[config.mk]
export PLATFORM = sky130hd
export DESIGN_NAME = alu_acc_writer
export DESIGN_NICKNAME = d
export VERILOG_FILES = /design/src/rtl/alu_acc_writer.sv
export SDC_FILE = /design/constraint.sdc
export NUM_CORES = 1
export LEC_CHECK = 0
export CAP_MARGIN = 20
export CELL_PAD_IN_SITES_DETAIL_PLACEMENT = 0
export CELL_PAD_IN_SITES_GLOBAL_PLACEMENT = 1
export CORE_MARGIN = 10
export CORE_UTILIZATION = 45
export DETAILED_ROUTE_END_ITERATION = 10
export GPL_TIMING_DRIVEN = 0
export PLACE_DENSITY = 0.9
export REMOVE_ABC_BUFFERS = 1
export SLEW_MARGIN = 20
export SYNTH_ARGS = -nofsm -noshare
export SYNTH_HDL_FRONTEND = slang
export SYNTH_SLANG_ARGS = --single-unit
[constraint.sdc]
create_clock -name clk -period 4.9 [get_ports clk]
set_input_delay 0.735 -clock clk [delete_from_list [all_inputs] [get_ports clk]]
set_output_delay 0.735 -clock clk [all_outputs]
set_load 0.01 [all_outputs]
[src/rtl/alu_acc_writer.sv]
// Sequential ALU that computes from ACC/MBR operands and writes the result back into ACC.
// Latency: start-sample edge to ACC write edge is 2 cycles, or MUL_CYCLES+1 cycles for MPY.
// Backpressure: none; start is accepted only in IDLE, and start while busy is dropped.
//
// Ports:
//   clk, rst_n          clock and async active-low reset
//   start, op           operation request and opcode from the control unit
//   acc_data, mbr_data  operand A (ACC) and operand B (MBR)
//   alu2acc             result toward ACC, held outside the write-back cycle
//   acc_alu_io_rw       one-cycle ACC write strobe (legal ops only)
//   busy, done, illegal handshake toward the control unit
//   flag_z, flag_c      registered zero and carry/borrow/shift-out/overflow flags
module alu_acc_writer #(
   parameter int WIDTH      = 16,
   parameter int MUL_CYCLES = 16
) (
   input  logic             clk,
   input  logic             rst_n,
   input  logic             start,
   input  logic [3:0]       op,
   input  logic [WIDTH-1:0] acc_data,
   input  logic [WIDTH-1:0] mbr_data,
   output logic [WIDTH-1:0] alu2acc,
   output logic             acc_alu_io_rw,
   output logic             busy,
   output logic             done,
   output logic             illegal,
   output logic             flag_z,
   output logic             flag_c
);

   localparam int CW = (MUL_CYCLES > 1) ? $clog2(MUL_CYCLES) : 1;
   localparam logic [CW-1:0] CNT_LAST = CW'(MUL_CYCLES - 1);

   localparam logic [1:0] S_IDLE = 2'd0;
   localparam logic [1:0] S_CALC = 2'd1;
   localparam logic [1:0] S_WB   = 2'd2;

   localparam logic [3:0] OP_ADD = 4'b0001;
   localparam logic [3:0] OP_SUB = 4'b0010;
   localparam logic [3:0] OP_AND = 4'b0011;
   localparam logic [3:0] OP_OR  = 4'b0100;
   localparam logic [3:0] OP_NOT = 4'b0101;
   localparam logic [3:0] OP_SHL = 4'b0110;
   localparam logic [3:0] OP_SHR = 4'b0111;
   localparam logic [3:0] OP_MPY = 4'b1000;

   logic [1:0]         state_q, state_d;
   logic [3:0]         op_q, op_d;
   logic [WIDTH-1:0]   a_q, a_d;
   logic [WIDTH-1:0]   b_q, b_d;
   logic [2*WIDTH-1:0] prod_q, prod_d;
   logic [CW-1:0]      cnt_q, cnt_d;
   logic [WIDTH-1:0]   alu2acc_q, alu2acc_d;
   logic               rw_q, rw_d;
   logic               busy_q, busy_d;
   logic               done_q, done_d;
   logic               illegal_q, illegal_d;
   logic               flag_z_q, flag_z_d;
   logic               flag_c_q, flag_c_d;

   // Single-cycle datapath; the extra top bit carries the ADD carry / SUB borrow.
   logic [WIDTH:0]     logic_res;
   logic               logic_legal;
   logic [2*WIDTH-1:0] prod_nxt;

   always_comb begin
      logic_res   = '0;
      logic_legal = 1'b1;
      case (op_q)
         OP_ADD:  logic_res = {1'b0, a_q} + {1'b0, b_q};
         OP_SUB:  logic_res = {1'b0, a_q} - {1'b0, b_q};
         OP_AND:  logic_res = {1'b0, a_q & b_q};
         OP_OR:   logic_res = {1'b0, a_q | b_q};
         OP_NOT:  logic_res = {1'b0, ~a_q};
         OP_SHL:  logic_res = {a_q[WIDTH-1], a_q[WIDTH-2:0], 1'b0};
         OP_SHR:  logic_res = {a_q[0], 1'b0, a_q[WIDTH-1:1]};
         default: logic_legal = 1'b0;
      endcase
   end

   // One multiplier bit per cycle, LSB first: add A shifted to that bit's weight.
   assign prod_nxt = prod_q + (b_q[cnt_q] ? ({{WIDTH{1'b0}}, a_q} << cnt_q) : '0);

   always_comb begin
      state_d   = state_q;
      op_d      = op_q;
      a_d       = a_q;
      b_d       = b_q;
      prod_d    = prod_q;
      cnt_d     = cnt_q;
      alu2acc_d = alu2acc_q;
      rw_d      = 1'b0;
      busy_d    = busy_q;
      done_d    = 1'b0;
      illegal_d = 1'b0;
      flag_z_d  = flag_z_q;
      flag_c_d  = flag_c_q;

      case (state_q)
         S_IDLE: begin
            if (start) begin
               op_d    = op;
               a_d     = acc_data;
               b_d     = mbr_data;
               prod_d  = '0;
               cnt_d   = '0;
               busy_d  = 1'b1;
               state_d = S_CALC;
            end
         end
         S_CALC: begin
            // Output registers are loaded on the edge entering WB so that the
            // strobe, data and flags are all valid during the WB cycle itself.
            if (op_q == OP_MPY) begin
               prod_d = prod_nxt;
               cnt_d  = cnt_q + 1'b1;
               if (cnt_q == CNT_LAST) begin
                  state_d   = S_WB;
                  alu2acc_d = prod_nxt[WIDTH-1:0];
                  flag_z_d  = (prod_nxt[WIDTH-1:0] == '0);
                  flag_c_d  = |prod_nxt[2*WIDTH-1:WIDTH];
                  rw_d      = 1'b1;
                  done_d    = 1'b1;
               end
            end else begin
               state_d = S_WB;
               done_d  = 1'b1;
               if (logic_legal) begin
                  alu2acc_d = logic_res[WIDTH-1:0];
                  flag_z_d  = (logic_res[WIDTH-1:0] == '0);
                  flag_c_d  = logic_res[WIDTH];
                  rw_d      = 1'b1;
               end else begin
                  illegal_d = 1'b1;
               end
            end
         end
         S_WB: begin
            busy_d  = 1'b0;
            state_d = S_IDLE;
         end
         default: begin
            busy_d  = 1'b0;
            state_d = S_IDLE;
         end
      endcase
   end

   always_ff @(posedge clk or negedge rst_n) begin
      if (!rst_n) begin
         state_q   <= S_IDLE;
         op_q      <= '0;
         a_q       <= '0;
         b_q       <= '0;
         prod_q    <= '0;
         cnt_q     <= '0;
         alu2acc_q <= '0;
         rw_q      <= 1'b0;
         busy_q    <= 1'b0;
         done_q    <= 1'b0;
         illegal_q <= 1'b0;
         flag_z_q  <= 1'b0;
         flag_c_q  <= 1'b0;
      end else begin
         state_q   <= state_d;
         op_q      <= op_d;
         a_q       <= a_d;
         b_q       <= b_d;
         prod_q    <= prod_d;
         cnt_q     <= cnt_d;
         alu2acc_q <= alu2acc_d;
         rw_q      <= rw_d;
         busy_q    <= busy_d;
         done_q    <= done_d;
         illegal_q <= illegal_d;
         flag_z_q  <= flag_z_d;
         flag_c_q  <= flag_c_d;
      end
   end

   assign alu2acc       = alu2acc_q;
   assign acc_alu_io_rw = rw_q;
   assign busy          = busy_q;
   assign done          = done_q;
   assign illegal       = illegal_q;
   assign flag_z        = flag_z_q;
   assign flag_c        = flag_c_q;

endmodule

==> qor.txt <==
largest net degree at the start of global routing = 61
Clock Path Buffers = 2
total length of routed wires = 24600 um
share of cells above drive strength 1 = 0.0756
commonest cells after routing, fill and taps aside = 197 x nand2_1, 90 x dfrtp_1, 89 x nor2_1
root buffer cell = clkbuf_16
CTS Buf Count = 9
GPL Wtd Cong = 0.902
Max Clock Skew = 0.0111 ns
Post-Syn Area = 0.00855 mm2
switching share of power = 0.504
input/output buffers = 60
CTS HTree Levels = 3
CP peak stage delay = 0.59 ns
DRC Markers = 0
max-slew violations = 0
WS Path Type = reg2reg
Synth cell types = 80
Synth Register Bits = 96
relative slew slack = 0.346
synthesis warning total = 0
Setup-failing EPs final = 0
fillers = 1810
initial antenna violation count = 0
Core Area = 0.0187 mm2
leak pwr = 4.24 nW
Clock power frac = 0.121
CTS sink cnt = 96
Pre-antenna DRT Iters = 6
die area = 0.0249 mm2
Mapped Cells = 1112
vias in the first global route = 7845
Arr. time, crit path = 4.85 ns
Sequential Area = 0.00242 mm2
Max-cap violations = 0
Combinational Power Share = 0.644
Cell Area, Placed = 0.00925 mm2
average cell area after synthesis = 7.69 um2
Overflow after GRT = 0
Initial Util = 0.457
Critical Path Source Type = flip-flop
DPL Wire Length = 18700 um
worst setup margin = 0.281 ns
Via density = 5.94
total track usage = 0.199
Max Freq = 216 MHz
Worst Setup End Kind = flip-flop
Area Growth Syn to Fin = 12.8%
layout net count = 1211
register share of total power = 0.235
CP Max Fanout = 15
initial DRC count = 786
EDFF count, synth = 0
area used by multi-input combinational logic = 0.00574 mm2
minimum clock period after layout = 4.62 ns
first-pass GRT wire length = 40200 um
commonest non-fill, non-tap cell in the layout = nand2_1
via count = 8067
clock-pin slew on the worst setup and hold paths = 0.08 ns
WP data required = 5.13 ns
status = finished, final reports clean
ANT nets after route = 0
VDD IR-drop max = 0.399 mV
Post-synth ARST share = 1.00
Clock Latency Late Sink = 0.36 ns
TritonCTS clock tree = yes
pwr dens = 677 mW/mm2
pre-CTS WS = -0.530 ns
Avg WL per Cell = 18.1 um
CP Cell Sequence = mux4_2 > nand2_1 > nand2_1 > nand2_1 > and2_4 > a211oi_1 > ha_1 > nand4_2 > o22ai_2 > or4_4 > a211o_1 > o21ai_2 > xor2_1 > and4_1 > nand4_1 > and4b_1 > a31oi_1
Seq/Total Area, Yosys = 0.281
period utilisation layout = 0.943
worst min path class = in2async
Die W = 158 um
cell-internal power = 3.24 mW
Net Switching = 3.29 mW
hold_buf cts = 0
I/O pin cnt = 61
Ant. Diodes = 0
Hold Vio Cnt, Final = 0
FP Rows = 50
critical path's most frequent cell = nand2_1
Die Y = 158 um
Crit-path slowest cell = mux4_2
measured slew at the worst slew-check pin = 0.981 ns
post-route cell area = 0.00965 mm2
Primary FF master, synth = dfrtp_1
[power by group through the flow]
stage	sequential, mW	clock, mW	combinational, mW
finish	1.53	0.788	4.21
global route	1.59	0.826	4.69
CTS	1.55	0.799	4.11
detailed placement	1.56	0	4.08
global placement	1.59	0	3.94
floorplan	1.45	0	2.89
[through the flow]
stage / cells / power [mW] / setup TNS, ns / util / hold slack (ns)
finish: 1358 / 6.53 / 0 / 0.516 / 0.324
global route: 1358 / 7.11 / -0.000663 / 0.516 / 0.366
CTS: 1353 / 6.45 / 0 / 0.512 / 0.341
detailed placement: 1337 / 5.64 / -1.34 / 0.494 / 0.479
global placement: 1331 / 5.53 / -64.95 / 0.486 / 0.463
floorplan: 1037 / 4.34 / 0 / - / 0.439
[path summary, 6_finish.rpt]
kind | start | end | slack, ns | depth (start not counted)
hold / removal | rst_n | prod_q[4] | 0.32 | 1
max in group asynchronous | rst_n | a_q[8] | 3.95 | 2
hold reg to reg | alu2acc[6] | alu2acc[6] | 0.49 | 1
setup / recovery | cnt_q[0] | flag_c | 0.28 | 17
min in group clk | alu2acc[6] | alu2acc[6] | 0.49 | 1
setup reg to reg | cnt_q[0] | flag_c | 0.28 | 17
[cells in the mapped netlist, types with 4 or more instances]
cell type	count	area share
o21ai_0	79	0.046
buf_2	15	0.0088
o21ai_1	8	0.0047
mux2i_1	17	0.020
inv_1	27	0.012
o221ai_1	4	0.0041
mux4_2	6	0.016
dfrtp_1	96	0.28
nor2b_1	10	0.0073
or3_1	4	0.0029
ha_1	51	0.075
nand2b_1	17	0.012
o21bai_1	7	0.0061
a211oi_1	27	0.024
nand3_1	43	0.025
xor2_1	25	0.026
o31ai_1	6	0.0053
nand2_1	199	0.087
xnor2_1	30	0.031
o2111ai_1	4	0.0041
nor3_1	22	0.013
and2_1	15	0.011
o22ai_1	7	0.0051
clkbuf_1	49	0.022
nor4_1	7	0.0051
o21a_1	8	0.0070
o211ai_1	14	0.012
mux2_2	6	0.0079
a21oi_1	88	0.051
nor2_1	90	0.040
and3_1	8	0.0059
nand4_1	12	0.0088
a31oi_1	14	0.010
buf_4	4	0.0035
a21o_1	24	0.021
buf_6	4	0.0053
[worst max-delay path: cells and delay by family (launching register included)]
| family | cells | cell delay, ns |
|---|---|---|
| mux | 1 | 0.59 |
| fa+ha+maj | 1 | 0.43 |
| simple gates | 9 | 1.98 |
| compound gates | 5 | 0.72 |
| flops | 1 | 0.56 |
| xor+xnor | 1 | 0.20 |
[sequential cells by signal (all words and copies together), names as in the netlist]
name,cells
state_q,2
prod_q,32
a_q,16
cnt_q,4
busy,1
done,1
b_q,16
alu2acc,16
op_q,4
flag_c,1
flag_z,1
illegal,1
acc_alu_io_rw,1
[kinds of logic (layout without fill, tap and decap cells)]
family                   after synthesis  count (layout)  synth area share
AND/OR/NAND/NOR                      450             450             0.240
AO/OA/AOI/OAI                        326             326             0.247
buffers and inverters                103             115            0.0527
flip-flops                            96              96             0.281
XOR/XNOR                              55              55            0.0563
adder cells (fa/ha/maj)               53              53            0.0793
multiplexers                          29              29            0.0436
[layer usage]
layer  GRT usage  wire (um)
met5           0          0
met4      0.0557        458
met3      0.0244        991
met2       0.334      11900
met1       0.262      11200
[what timing repair did]
item / CTS / global route
buffers inserted: 0 / 5
pin swaps: 0 / 1
resized for setup: 6 / 12
setup endpoints to repair: 7 / 5
[final cells by class]
| cell class | instances | area share |
|---|---|---|
| clock buffer | 10 | 0.0237 |
| clock inverter | 6 | 0.00973 |
| multi-input combinational | 913 | 0.595 |
| timing repair buffer | 71 | 0.0788 |
| sequential | 96 | 0.251 |
| inverter | 28 | 0.0118 |
| tap | 234 | 0.0303 |
Note: power is estimated with default switching activity, not from simulation.
==> RTL change 1, RTL diff (same flow settings) <==
Take the reset off `op_q`, `a_q`, `b_q` and `prod_q` and load them in a clocked block of their own.
--- a/src/rtl/alu_acc_writer.sv
+++ b/src/rtl/alu_acc_writer.sv
@@ -150,10 +150,6 @@
    always_ff @(posedge clk or negedge rst_n) begin
       if (!rst_n) begin
          state_q   <= S_IDLE;
-         op_q      <= '0;
-         a_q       <= '0;
-         b_q       <= '0;
-         prod_q    <= '0;
          cnt_q     <= '0;
          alu2acc_q <= '0;
          rw_q      <= 1'b0;
@@ -164,10 +160,6 @@
          flag_c_q  <= 1'b0;
       end else begin
          state_q   <= state_d;
-         op_q      <= op_d;
-         a_q       <= a_d;
-         b_q       <= b_d;
-         prod_q    <= prod_d;
          cnt_q     <= cnt_d;
          alu2acc_q <= alu2acc_d;
          rw_q      <= rw_d;
@@ -177,6 +169,13 @@
          flag_z_q  <= flag_z_d;
          flag_c_q  <= flag_c_d;
       end
+   end
+
+   always_ff @(posedge clk) begin
+      op_q   <= op_d;
+      a_q    <= a_d;
+      b_q    <= b_d;
+      prod_q <= prod_d;
    end
 
    assign alu2acc       = alu2acc_q;
Behaviour: same outputs for any inputs over 4 cycles, from zero or initial values and one cycle with rst_n low; that may be too few to reach the edited logic, so the function may still have changed.
==> RTL change 1 against the unedited design <==
Setup slack worse by 0.093 ns. Routed wire length is 5.1% lower. Global-route usage is 1.2 points lower. Highest routed layer unchanged. Clock skew is 0.0010 ns higher. Via count is 5.3% lower. Area after synthesis is 0.80% lower. Sequential share of layout area is 3.6 points higher. Sequential cell count stayed put. Final cell count is 8.8% lower. Cell area is 0.45% lower.
Power is not compared: it rests on default switching activity, and its combinational part moved more than twofold at a synthesized area within 25%.
==> RTL change 1: results (changes against the unedited design) <==
Synth cell types=84 (+5.0%); Post-CTS Setup Inserts=3 (+3); number of flops mapped to enable cells by yosys=68 (+68); area of the mapped netlist=8480 sq um (-0.80%); multi-input gate count=791 (-13%); final period utilization=96.2% (+1.9 points); Syn Inst Count=972 (-13%); Hold WS=0.411 ns (+0.0872 ns); ClkCell Share=3.07% (-0.27 points); most frequent cells after synthesis=nor2_1 (100), nand2_1 (89), a21oi_1 (77); outcome=finished, final reports clean; gpl congestion=0.884 (-2.0%); post-synthesis sequential area ratio=32.3% (+4.2 points); FF-to-FF setup slack=0.19 ns (-0.09 ns); vias in the first global route=7,260 (-7.5%); routed vias=7,642 (-5.3%); asr flop ratio synth=29.2% (-71 points); per-cell routed wire length=18.8 microns (+4.1%); dpl cells=1,214 (-9.2%); DRT Pass-1 Iters=8 (+2); Vias per Instance=6.17 (+3.9%); largest net degree at the start of global routing=40 (-34%); Setup Skew=0.0122 ns (+0.00104 ns); HPWL after detailed placement=17.7 mm (-5.4%); Layout Nets=1,091 (-9.9%)
==> RTL change 1: cell types whose count changed in the layout (fill, tap and decap cells not counted), moves of 6 or more <==
cell | before | now
nor3_1 | 19 | 26
nand2_1 | 197 | 87
mux2i_1 | 17 | 26
nand2b_1 | 16 | 10
o21ai_1 | 11 | 4
a21oi_1 | 88 | 74
nor2b_1 | 10 | 18
o21ai_0 | 76 | 61
dfrtp_1 | 90 | 24
nand3_1 | 43 | 17
edfxtp_1 | 0 | 68
xor2_1 | 25 | 19
nor2_1 | 89 | 100
==> RTL change 1: logic make-up (layout without fill, tap and decap cells) <==
kind of cell,after synthesis,in the layout,share of synthesized area (%)
compound gates,306,306,23.7
xor+xnor,46,46,4.75
fa+ha+maj,53,53,7.99
buf+inv,85,117,4.72
flops,96,96,32.3
mux,42,42,6.70
simple gates,344,344,19.9
==> RTL change 1: metal layers <==
layer / vias to the layer above / wire length (microns) / GRT usage, %
li1: 3698 / - / -
met1: 3671 / 10100 / 23.6
met2: 243 / 11600 / 32.5
met3: 30 / 1230 / 2.27
met4: 0 / 424 / 5.48
met5: - / 0 / 0
==> RTL change 1: critical path: cells and delay by family, from the launching register on <==
kind                       cells  cell delay, ns
AOI/OAI and AO/OA              6            1.26
DFF                            1            0.55
muxes                          1            0.58
adders and majority gates      1            0.48
and+or+nand+nor                7            1.68
==> RTL change 1: power groups by stage <==
stage / combinational (mW) / sequential (mW) / clock (mW)
2_1_floorplan: 0.957 / 1.23 / 0
3_3_place_gp: 1.46 / 1.24 / 0
3_5_place_dp: 1.50 / 1.22 / 0
4_1_cts: 1.53 / 1.20 / 0.709
5_1_grt: 1.70 / 1.22 / 0.746
6_report: 1.55 / 1.20 / 0.705
==> RTL change 2, RTL diff (same settings) <==
Made on the original files. Set the parameter `WIDTH` to 12 (it was 16).
--- a/src/rtl/alu_acc_writer.sv
+++ b/src/rtl/alu_acc_writer.sv
@@ -11,7 +11,7 @@
 //   busy, done, illegal handshake toward the control unit
 //   flag_z, flag_c      registered zero and carry/borrow/shift-out/overflow flags
 module alu_acc_writer #(
-   parameter int WIDTH      = 16,
+   parameter int WIDTH      = 12,
    parameter int MUL_CYCLES = 16
 ) (
    input  logic             clk,
Ports: changed (resized acc_data, alu2acc and mbr_data); port bits go from 61 to 49. The function was not compared with the original's and may differ.
==> RTL change 2 against the unedited design <==
Critical path depth down 2. Sequential cell count down 20. Area after synthesis down 23%. Count of clock-buffer cells in the layout fell by 1. Total power shrank 22%. Setup slack worse by 0.040 ns. Cell area is 23% lower. Routed wire length down 24%. Die area down 21%. Combinational power fell by 25%. Critical path type unchanged.
==> RTL change 2: results (changes against the unedited design) <==
filler cell count=1,387 (-23%); gr usage total=18.5% (-1.4 points); outcome=finished, final reports clean; Layout Nets=929 (-23%); Peak VDD IR=444 uV (+11%); switching power=2.57 mW (-22%); Arrival @ worst endpoint=4.89 ns (+0.04 ns); wire length on met2=8.24 mm (-31%); gpl congestion=0.896 (-0.68%); Top Family by Delay on Critical Path=compound AO/OA/AOI/OAI gates; max FFs per register=24 (-25%); final wirelength=18.7 mm (-24%); Setup Skew=0.0156 ns (+0.00444 ns); worst-margin pin slew=1.11 ns (+0.125 ns); number of port buffers=48 (-20%); Slowest-stage cell, CP=dfrtp_4; leakage power=3.17 nW (-25%); Metal-1 WL=8.84 mm (-21%); HPWL after detailed placement=13.6 mm (-27%); most frequent cells after synthesis=nand2_1 (146), nor2_1 (80), dfrtp_1 (76); DRT Pass-1 Iters=5 (-1); largest cells by area after synthesis=dfrtp_1 (29%), nand2_1 (8.4%), ha_1 (7.5%); post-synthesis sequential area ratio=29.0% (+0.96 points); Top Layer Used=met4; Synth cell types=69 (-14%); Starting DRT DRC Count=506 (-36%); pre-CTS setup slack=-0.723 ns (-0.193 ns); metal3 WL=1.25 mm (+26%); first-pass GRT wire length=30.1 mm (-25%); vias in the first global route=5,735 (-27%); routed vias=6,079 (-25%)
## RTL change 2: cell types whose count changed after synthesis, sizes merged, moves of 9 or more
cell / unedited run / this run
buf: 26 / 11
dfrtp: 96 / 76
nor2: 92 / 80
and2: 16 / 3
a21o: 25 / 8
a21oi: 93 / 59
a211oi: 27 / 16
ha: 51 / 39
xor2: 25 / 15
o21ai: 88 / 60
mux2i: 17 / 26
nand2: 199 / 147
## RTL change 2: logic make-up (layout without fill, tap and decap cells)
kind of cell | after synthesis | after routing | synth area share [%]
XOR/XNOR | 38 | 38 | 5.08
flip-flops | 76 | 76 | 29.0
multiplexers | 39 | 39 | 7.07
buffers and inverters | 77 | 94 | 4.66
adder cells (fa/ha/maj) | 41 | 41 | 8.06
AND/OR/NAND/NOR | 357 | 357 | 25.0
AO/OA/AOI/OAI | 217 | 217 | 21.1
## RTL change 2: final timing paths
path / slack [ns] / startpoint / depth (start not counted) / end
worst max-delay path: 0.24 / cnt_q[0]$_DFFE_PN0P_ / 15 / flag_c$_DFFE_PN0P_
worst min-delay path: 0.33 / rst_n / 1 / b_q[3]$_DFFE_PN0P_
worst max register to register: 0.24 / cnt_q[0]$_DFFE_PN0P_ / 15 / flag_c$_DFFE_PN0P_
worst min register to register: 0.48 / state_q[1]$_DFFE_PN0P_ / 1 / busy$_DFFE_PN0P_
max in group asynchronous: 3.93 / rst_n / 2 / cnt_q[0]$_DFFE_PN0P_
min in group clk: 0.48 / state_q[1]$_DFFE_PN0P_ / 1 / busy$_DFFE_PN0P_
## RTL change 2: layer usage
layer / up-vias / GRT usage [%]
li1: 3033 / -
met1: 2819 / 25.5
met2: 198 / 27.6
met3: 29 / 4.57
met4: 0 / 5.98
met5: - / 0
## RTL change 2: final cells by class
class | instances | area, sq um | share of cell area (%)
Clock buffer | 9 | 225 | 3.02
Clock inverter | 7 | 57.6 | 0.772
Inverter | 21 | 78.8 | 1.06
Multi-Input combinational cell | 692 | 4380 | 58.7
Sequential cell | 76 | 1910 | 25.6
Tap cell | 184 | 230 | 3.09
Timing Repair Buffer | 57 | 579 | 7.77
## RTL change 2: stage by stage
step	hold WS [ns]	cells
after floorplan	0.430	789
after global placement	0.443	1021
after detailed placement	0.463	1028
after CTS	0.355	1045
after global routing	0.383	1046
final	0.334	1046
## RTL change 2: power by group through the flow
stage	clock (mW)	sequential [mW]	combinational [mW]
after floorplan	0	1.16	2.21
after global placement	0	1.28	3.02
after detailed placement	0	1.29	3.06
after CTS	0.673	1.28	3.10
after global routing	0.695	1.33	3.50
final	0.661	1.28	3.16
## RTL change 2: repair_timing
item,4_1_cts,5_1_grt
setup buffers,1,1
setup endpoints to repair,4,2
gates cloned,0,0
hold endpoints to repair,0,0
resized for setup,6,5
pin swaps,1,0
